## src/rtl/wb_stage_ld_pkg.sv

```systemverilog
// Shared types and constants for the writeback stage and its load-alignment helper.
// Also used by the MEM-stage forwarding path, which reuses load_align.
package wb_stage_ld_pkg;

    typedef enum logic [1:0] {
        WB_ALU = 2'd0,
        WB_MEM = 2'd1,
        WB_PC4 = 2'd2,
        WB_RSV = 2'd3
    } wb_sel_e;

    typedef enum logic {
        IDLE = 1'b0,
        WAIT = 1'b1
    } wb_state_e;

    localparam logic [2:0] F3_LB  = 3'b000;
    localparam logic [2:0] F3_LH  = 3'b001;
    localparam logic [2:0] F3_LW  = 3'b010;
    localparam logic [2:0] F3_LBU = 3'b100;
    localparam logic [2:0] F3_LHU = 3'b101;

endpackage

```

## src/rtl/wb_stage_ld_load_align.sv

```systemverilog
// Picks the byte/halfword lane out of a word-aligned load and sign- or zero-extends it.
// Purely combinational; the MEM-stage forwarding path instantiates it as well.
module load_align
    import wb_stage_ld_pkg::*;
#(
    parameter int XLEN = 32
) (
    input  logic [XLEN-1:0] raw_data,
    input  logic [2:0]      funct3,
    input  logic [1:0]      off,
    output logic [XLEN-1:0] ld_data
);

    logic [XLEN-1:0] byte_shift;
    logic [XLEN-1:0] half_shift;
    logic [7:0]      ld_byte;
    logic [15:0]     ld_half;

    // Halfword lane comes from off[1] alone; misaligned off[0] is ignored.
    assign byte_shift = raw_data >> {off, 3'b000};
    assign half_shift = raw_data >> {off[1], 4'b0000};
    assign ld_byte    = byte_shift[7:0];
    assign ld_half    = half_shift[15:0];

    always_comb begin
        case (funct3)
            F3_LB:   ld_data = {{(XLEN-8){ld_byte[7]}}, ld_byte};
            F3_LBU:  ld_data = {{(XLEN-8){1'b0}}, ld_byte};
            F3_LH:   ld_data = {{(XLEN-16){ld_half[15]}}, ld_half};
            F3_LHU:  ld_data = {{(XLEN-16){1'b0}}, ld_half};
            default: ld_data = raw_data;
        endcase
    end

endmodule

```

## src/rtl/wb_stage_ld.sv

```systemverilog
// Writeback stage: selects ALU / load / PC+4 result, registers the register-file write,
// and stalls the pipeline while a load response is outstanding (with optional timeout).
module wb_stage_ld
    import wb_stage_ld_pkg::*;
#(
    parameter int XLEN       = 32,
    parameter int RD_W       = 5,
    parameter int LD_TIMEOUT = 64
) (
    input  logic            clk,
    input  logic            rst,
    input  logic [XLEN-1:0] MEM_WB_alu_res,
    input  logic [XLEN-1:0] MEM_WB_pc4,
    input  logic [1:0]      MEM_WB_wb_sel,
    input  logic [2:0]      MEM_WB_funct3,
    input  logic            MEM_WB_vld,
    input  logic [RD_W-1:0] MEM_WB_rd,
    input  logic            mem_rsp_vld,
    input  logic [XLEN-1:0] mem_rsp_data,
    output logic [XLEN-1:0] WB_data,
    output logic [RD_W-1:0] WB_rd,
    output logic            WB_we,
    output logic            WB_stall,
    output logic            WB_err
);

    localparam int CNT_W = (LD_TIMEOUT < 2) ? 1 : $clog2(LD_TIMEOUT + 1);
    localparam logic [CNT_W-1:0] CNT_LAST = CNT_W'((LD_TIMEOUT == 0) ? 0 : LD_TIMEOUT - 1);
    localparam logic [CNT_W-1:0] CNT_MAX  = '1;

    wb_state_e       state_q, state_d;
    logic [CNT_W-1:0] cnt_q, cnt_d;
    logic [RD_W-1:0] pend_rd_q, pend_rd_d;
    logic [2:0]      pend_f3_q, pend_f3_d;
    logic [1:0]      pend_off_q, pend_off_d;
    logic [XLEN-1:0] data_q, data_d;
    logic [RD_W-1:0] rd_q, rd_d;
    logic            we_q, we_d;
    logic            err_q, err_d;

    logic [2:0]      la_f3;
    logic [1:0]      la_off;
    logic [XLEN-1:0] la_data;
    wb_sel_e         sel;
    logic            timeout_hit;

    assign sel         = wb_sel_e'(MEM_WB_wb_sel);
    assign timeout_hit = (LD_TIMEOUT != 0) && (cnt_q == CNT_LAST);

    // While waiting, MEM_WB may no longer describe the pending load, so use the captured copy.
    assign la_f3  = (state_q == WAIT) ? pend_f3_q  : MEM_WB_funct3;
    assign la_off = (state_q == WAIT) ? pend_off_q : MEM_WB_alu_res[1:0];

    load_align #(.XLEN(XLEN)) u_load_align (
        .raw_data (mem_rsp_data),
        .funct3   (la_f3),
        .off      (la_off),
        .ld_data  (la_data)
    );

    always_comb begin
        // NOTE: every variable gets a default here so no path leaves one unassigned (no latches).
        state_d    = state_q;
        cnt_d      = cnt_q;
        pend_rd_d  = pend_rd_q;
        pend_f3_d  = pend_f3_q;
        pend_off_d = pend_off_q;
        data_d     = data_q;
        rd_d       = rd_q;
        we_d       = 1'b0;
        err_d      = err_q;

        case (state_q)
            IDLE: begin
                if (MEM_WB_vld) begin
                    if (sel == WB_MEM && !mem_rsp_vld) begin
                        pend_rd_d  = MEM_WB_rd;
                        pend_f3_d  = MEM_WB_funct3;
                        pend_off_d = MEM_WB_alu_res[1:0];
                        cnt_d      = '0;
                        state_d    = WAIT;
                    end else begin
                        rd_d = MEM_WB_rd;
                        we_d = (MEM_WB_rd != '0) && (sel != WB_RSV);
                        case (sel)
                            WB_MEM:  data_d = la_data;
                            WB_PC4:  data_d = MEM_WB_pc4;
                            default: data_d = MEM_WB_alu_res;
                        endcase
                    end
                end
            end
            WAIT: begin
                // A response in the timeout cycle still completes the load.
                if (mem_rsp_vld) begin
                    data_d  = la_data;
                    rd_d    = pend_rd_q;
                    we_d    = (pend_rd_q != '0);
                    state_d = IDLE;
                end else if (timeout_hit) begin
                    err_d   = 1'b1;
                    state_d = IDLE;
                end else if (cnt_q != CNT_MAX) begin
                    cnt_d = cnt_q + 1'b1;
                end
            end
            default: state_d = IDLE;
        endcase
    end

    // NOTE: sequential state uses non-blocking assignments so all flops update from pre-edge values.
    // NOTE: the pending load registers are a handful of flops, so they are reset like the rest.
    always_ff @(posedge clk or negedge rst) begin
        if (!rst) begin
            state_q    <= IDLE;
            cnt_q      <= '0;
            pend_rd_q  <= '0;
            pend_f3_q  <= '0;
            pend_off_q <= '0;
            data_q     <= '0;
            rd_q       <= '0;
            we_q       <= 1'b0;
            err_q      <= 1'b0;
        end else begin
            state_q    <= state_d;
            cnt_q      <= cnt_d;
            pend_rd_q  <= pend_rd_d;
            pend_f3_q  <= pend_f3_d;
            pend_off_q <= pend_off_d;
            data_q     <= data_d;
            rd_q       <= rd_d;
            we_q       <= we_d;
            err_q      <= err_d;
        end
    end

    assign WB_data  = data_q;
    assign WB_rd    = rd_q;
    assign WB_we    = we_q;
    assign WB_stall = (state_q == WAIT);
    assign WB_err   = err_q;

endmodule

```

## config.mk

```make
export PLATFORM = sky130hd
export DESIGN_NAME = wb_stage_ld
export DESIGN_NICKNAME = d
export VERILOG_FILES = /design/src/rtl/wb_stage_ld_pkg.sv /design/src/rtl/wb_stage_ld_load_align.sv /design/src/rtl/wb_stage_ld.sv
export SDC_FILE = /design/constraint.sdc
export NUM_CORES = 1
export LEC_CHECK = 0
export BUFFER_PORTS_ARGS = -buffer_cell sky130_fd_sc_hd__clkbuf_2
export CAP_MARGIN = 20
export CORE_UTILIZATION = 40
export DETAILED_ROUTE_END_ITERATION = 7
export PLACE_DENSITY = 0.69
export SYNTH_ARGS = -nofsm -noshare
export SYNTH_HDL_FRONTEND = slang
export SYNTH_SLANG_ARGS = --single-unit
```

## constraint.sdc

```tcl
create_clock -name clk -period 7.35 [get_ports clk]
set_clock_uncertainty 0.1 [all_clocks]
set_input_delay 0.3675 -clock clk [delete_from_list [all_inputs] [get_ports clk]]
set_output_delay 0.3675 -clock clk [all_outputs]
set_load 0.05 [all_outputs]
```

==> metrics <==
cell depth of the worst flop-to-flop path 5; grt ovf 0; I/O pins 150; Post-Syn Nets 621; GPL Wtd Cong 0.921; post-DR vias/cell 5.82; largest net degree at the start of global routing 95; max-slew violations 0; CTS Buf Count 9; Post-Place Cells 752; Slew @ Worst Pin 1.11 ns; WL met2 6.31 mm; Area growth syn-to-layout 24.9%; share of layout cells above drive strength 1 31.0%; Post-Route WL 13.4 mm; post-route cell area 5080 um^2; vias in the first global route 4133; Final Total Pwr 1200 uW; final setup vio count 0; Final ANT Viol Nets 0; Placement Cell Area 4850 um^2; fill cell count 989; Post-Syn Area per Cell 8.02 um^2; Clock transition at path regs 0.08 ns; NumNets Final 747; CP Class reg2reg; synth warn 0; CP startpoint WB_stall; Die Ht 103 um; die width 103 um; setup tns final 0 ns; Worst R2R Start WB_stall; min Tclk post-route 3.01 ns; max cap viols 0; final period utilization 41.0%; Detail Route met3 WL 978 um; Max Used Layer met4; row count 36; worst rel slew slack 25.6%; H-tree depth 3; FF-to-FF End WB_data[10]; Detailed Place HPWL 9.38 mm; DR iter-0 viols 421; Hold-fix buffers, CTS 0; Worst Path Max Fanout 94; worst setup path end WB_data[10]; clk sinks 57; synthesized area 4070 um^2; peak supply drop 109 uV; share of the synthesized area in the top cell type 35.1%; Core Region 9820 um^2; sequential-to-total area share from yosys stat 35.1%; met1 WL 5.66 mm; final cell count without fillers 769; status finished clean; initial antenna violation count 0; Total GRT Usage 25.1%; reg2reg setup slack 4.34 ns; Mapped Cells 507; Worst-Skew Late Latency 0.34 ns; DRC 0; Unique masters post-synth 44; WL per Instance 17.4 um; CTS tree yes; maximum clock rate 332 MHz; first-pass GRT wire length 20.1 mm; Clock Root Buffer clkbuf_8; Post-CTS Resized 0; Max Buffers Root-to-Sink 2; Hold Vio Cnt, Final 0; LEAKAGE 0.00231 uW; post-CTS setup buffer count 0; DR vias 4477; largest area contributor in the netlist dfrtp_1; critical path required time 7.43 ns; Antenna Cells 0; unrepaired setup endpoints after global routing no; CP Capture Type flip-flop; DRT Pass-1 Iters 5; # port buffers 149; Die Area 10600 um^2; Hold WC Path Type in2async; Initial Util 41.4%; synth top area cells dfrtp_1, a21oi_1, o21ai_0; arrival time worst endpoint 3.09 ns; flops & latches, synth 57; pwr dens 237 nW/um^2; Startpoint Class flip-flop
## state kept, by name, indices dropped and copies added (netlist names)
register / cells
WB_err: 1
WB_we: 1
pend_rd_q: 5
WB_rd: 5
WB_stall: 1
cnt_q: 7
pend_off_q: 2
pend_f3_q: 3
WB_data: 32
## synth_stat cells (all sizes together)
master	n
a21oi	71
o21ai	62
nand2	60
dfrtp	57
clkbuf	33
nor2	33
a22oi	31
nor2b	27
nand2b	18
a211oi	17
mux2i	16
mux2	10
buf	9
o22a	8
a221oi	7
a31o	6
ha	4
inv	4
nand3	3
nor3b	3
or2	3
or4	3
a31oi	2
nor3	2
o22ai	2
o31ai	2
xnor2	2
a2111oi	1
a21boi	1
a21o	1
a2bb2o	1
a32oi	1
mux4	1
nand3b	1
nor4b	1
o21bai	1
o221a	1
o32a	1
or3	1
## routing by layer
layer | track usage [%] | vias up
met2 | 41.2 | 217
li1 | - | 2093
met3 | 4.07 | 36
met1 | 32.3 | 2131
met5 | 0 | -
met4 | 11.8 | 0
## report_power, final
group,switching (uW),total [uW],internal [uW]
clock network,128,314,186
registers,39.2,412,373
logic,330,478,149
## worst min-delay path by stage
stage                start         end  slack, ns  cells after the start
global placement    WB_err      WB_err       0.36                      1
finish                 rst  WB_data[2]       0.06                      2
floorplan              rst  WB_data[0]      -0.03                      0
detailed placement  WB_err      WB_err       0.36                      1
CTS                    rst  WB_data[2]       0.10                      2
global route           rst  WB_data[2]       0.14                      2
## through the flow
stage | util [%] | worst slack (ns) | hold WS, ns
after global placement | 49.4 | 4.33 | 0.356
after CTS | 51.4 | 4.38 | 0.105
after detailed placement | 49.4 | 4.21 | 0.359
after floorplan | - | 4.68 | -0.0281
final | 51.7 | 4.34 | 0.0634
after global routing | 51.7 | 4.14 | 0.136
## cells in the final DEF (no fill, tap or decap), types with 3 or more instances in the layout
| master | n |
|---|---|
| nor3b_1 | 3 |
| buf_4 | 7 |
| dfrtp_1 | 56 |
| mux2_2 | 10 |
| o21ai_0 | 52 |
| a221oi_1 | 7 |
| nand2_1 | 60 |
| or4_1 | 3 |
| nand3_1 | 3 |
| clkbuf_8 | 9 |
| or2_2 | 3 |
| a31o_2 | 6 |
| nor2_1 | 33 |
| a211oi_1 | 17 |
| ha_1 | 3 |
| nor2b_1 | 27 |
| clkbuf_2 | 149 |
| mux2i_1 | 15 |
| nand2b_1 | 18 |
| a22oi_1 | 31 |
| a21oi_1 | 71 |
| o21ai_1 | 10 |
| o22a_1 | 8 |
| inv_1 | 4 |
## layout make-up
type                    count  area (um^2)  share of cell area (%)
inverters                   4         15.0                   0.295
well taps                 133          166                    3.28
clock buffers              10          128                    2.51
flip-flops and latches     57         1430                    28.1
clock inverters             4         70.1                    1.38
repair buffers            157          818                    16.1
multi-input cells         404         2460                    48.3
## worst max-delay path, cell delays in order, from the launching register on
cell and delay, ns:
dfrtp_2 0.38, buf_4 0.71, mux2i_1 0.37, mux4_2 0.37, a31oi_1 0.74, a21oi_1 0.17
## kinds of logic (layout without fill, tap and decap cells)
family          Yosys count  after routing  share of synthesized area [%]
fa+ha+maj                 4              4                           1.23
xor+xnor                  2              2                          0.431
buf+inv                  46            175                           4.77
compound gates          216            216                           32.9
flops                    57             57                           35.1
simple gates            155            155                           18.2
mux                      27             27                           7.35
(Power assumes the default switching activity.)
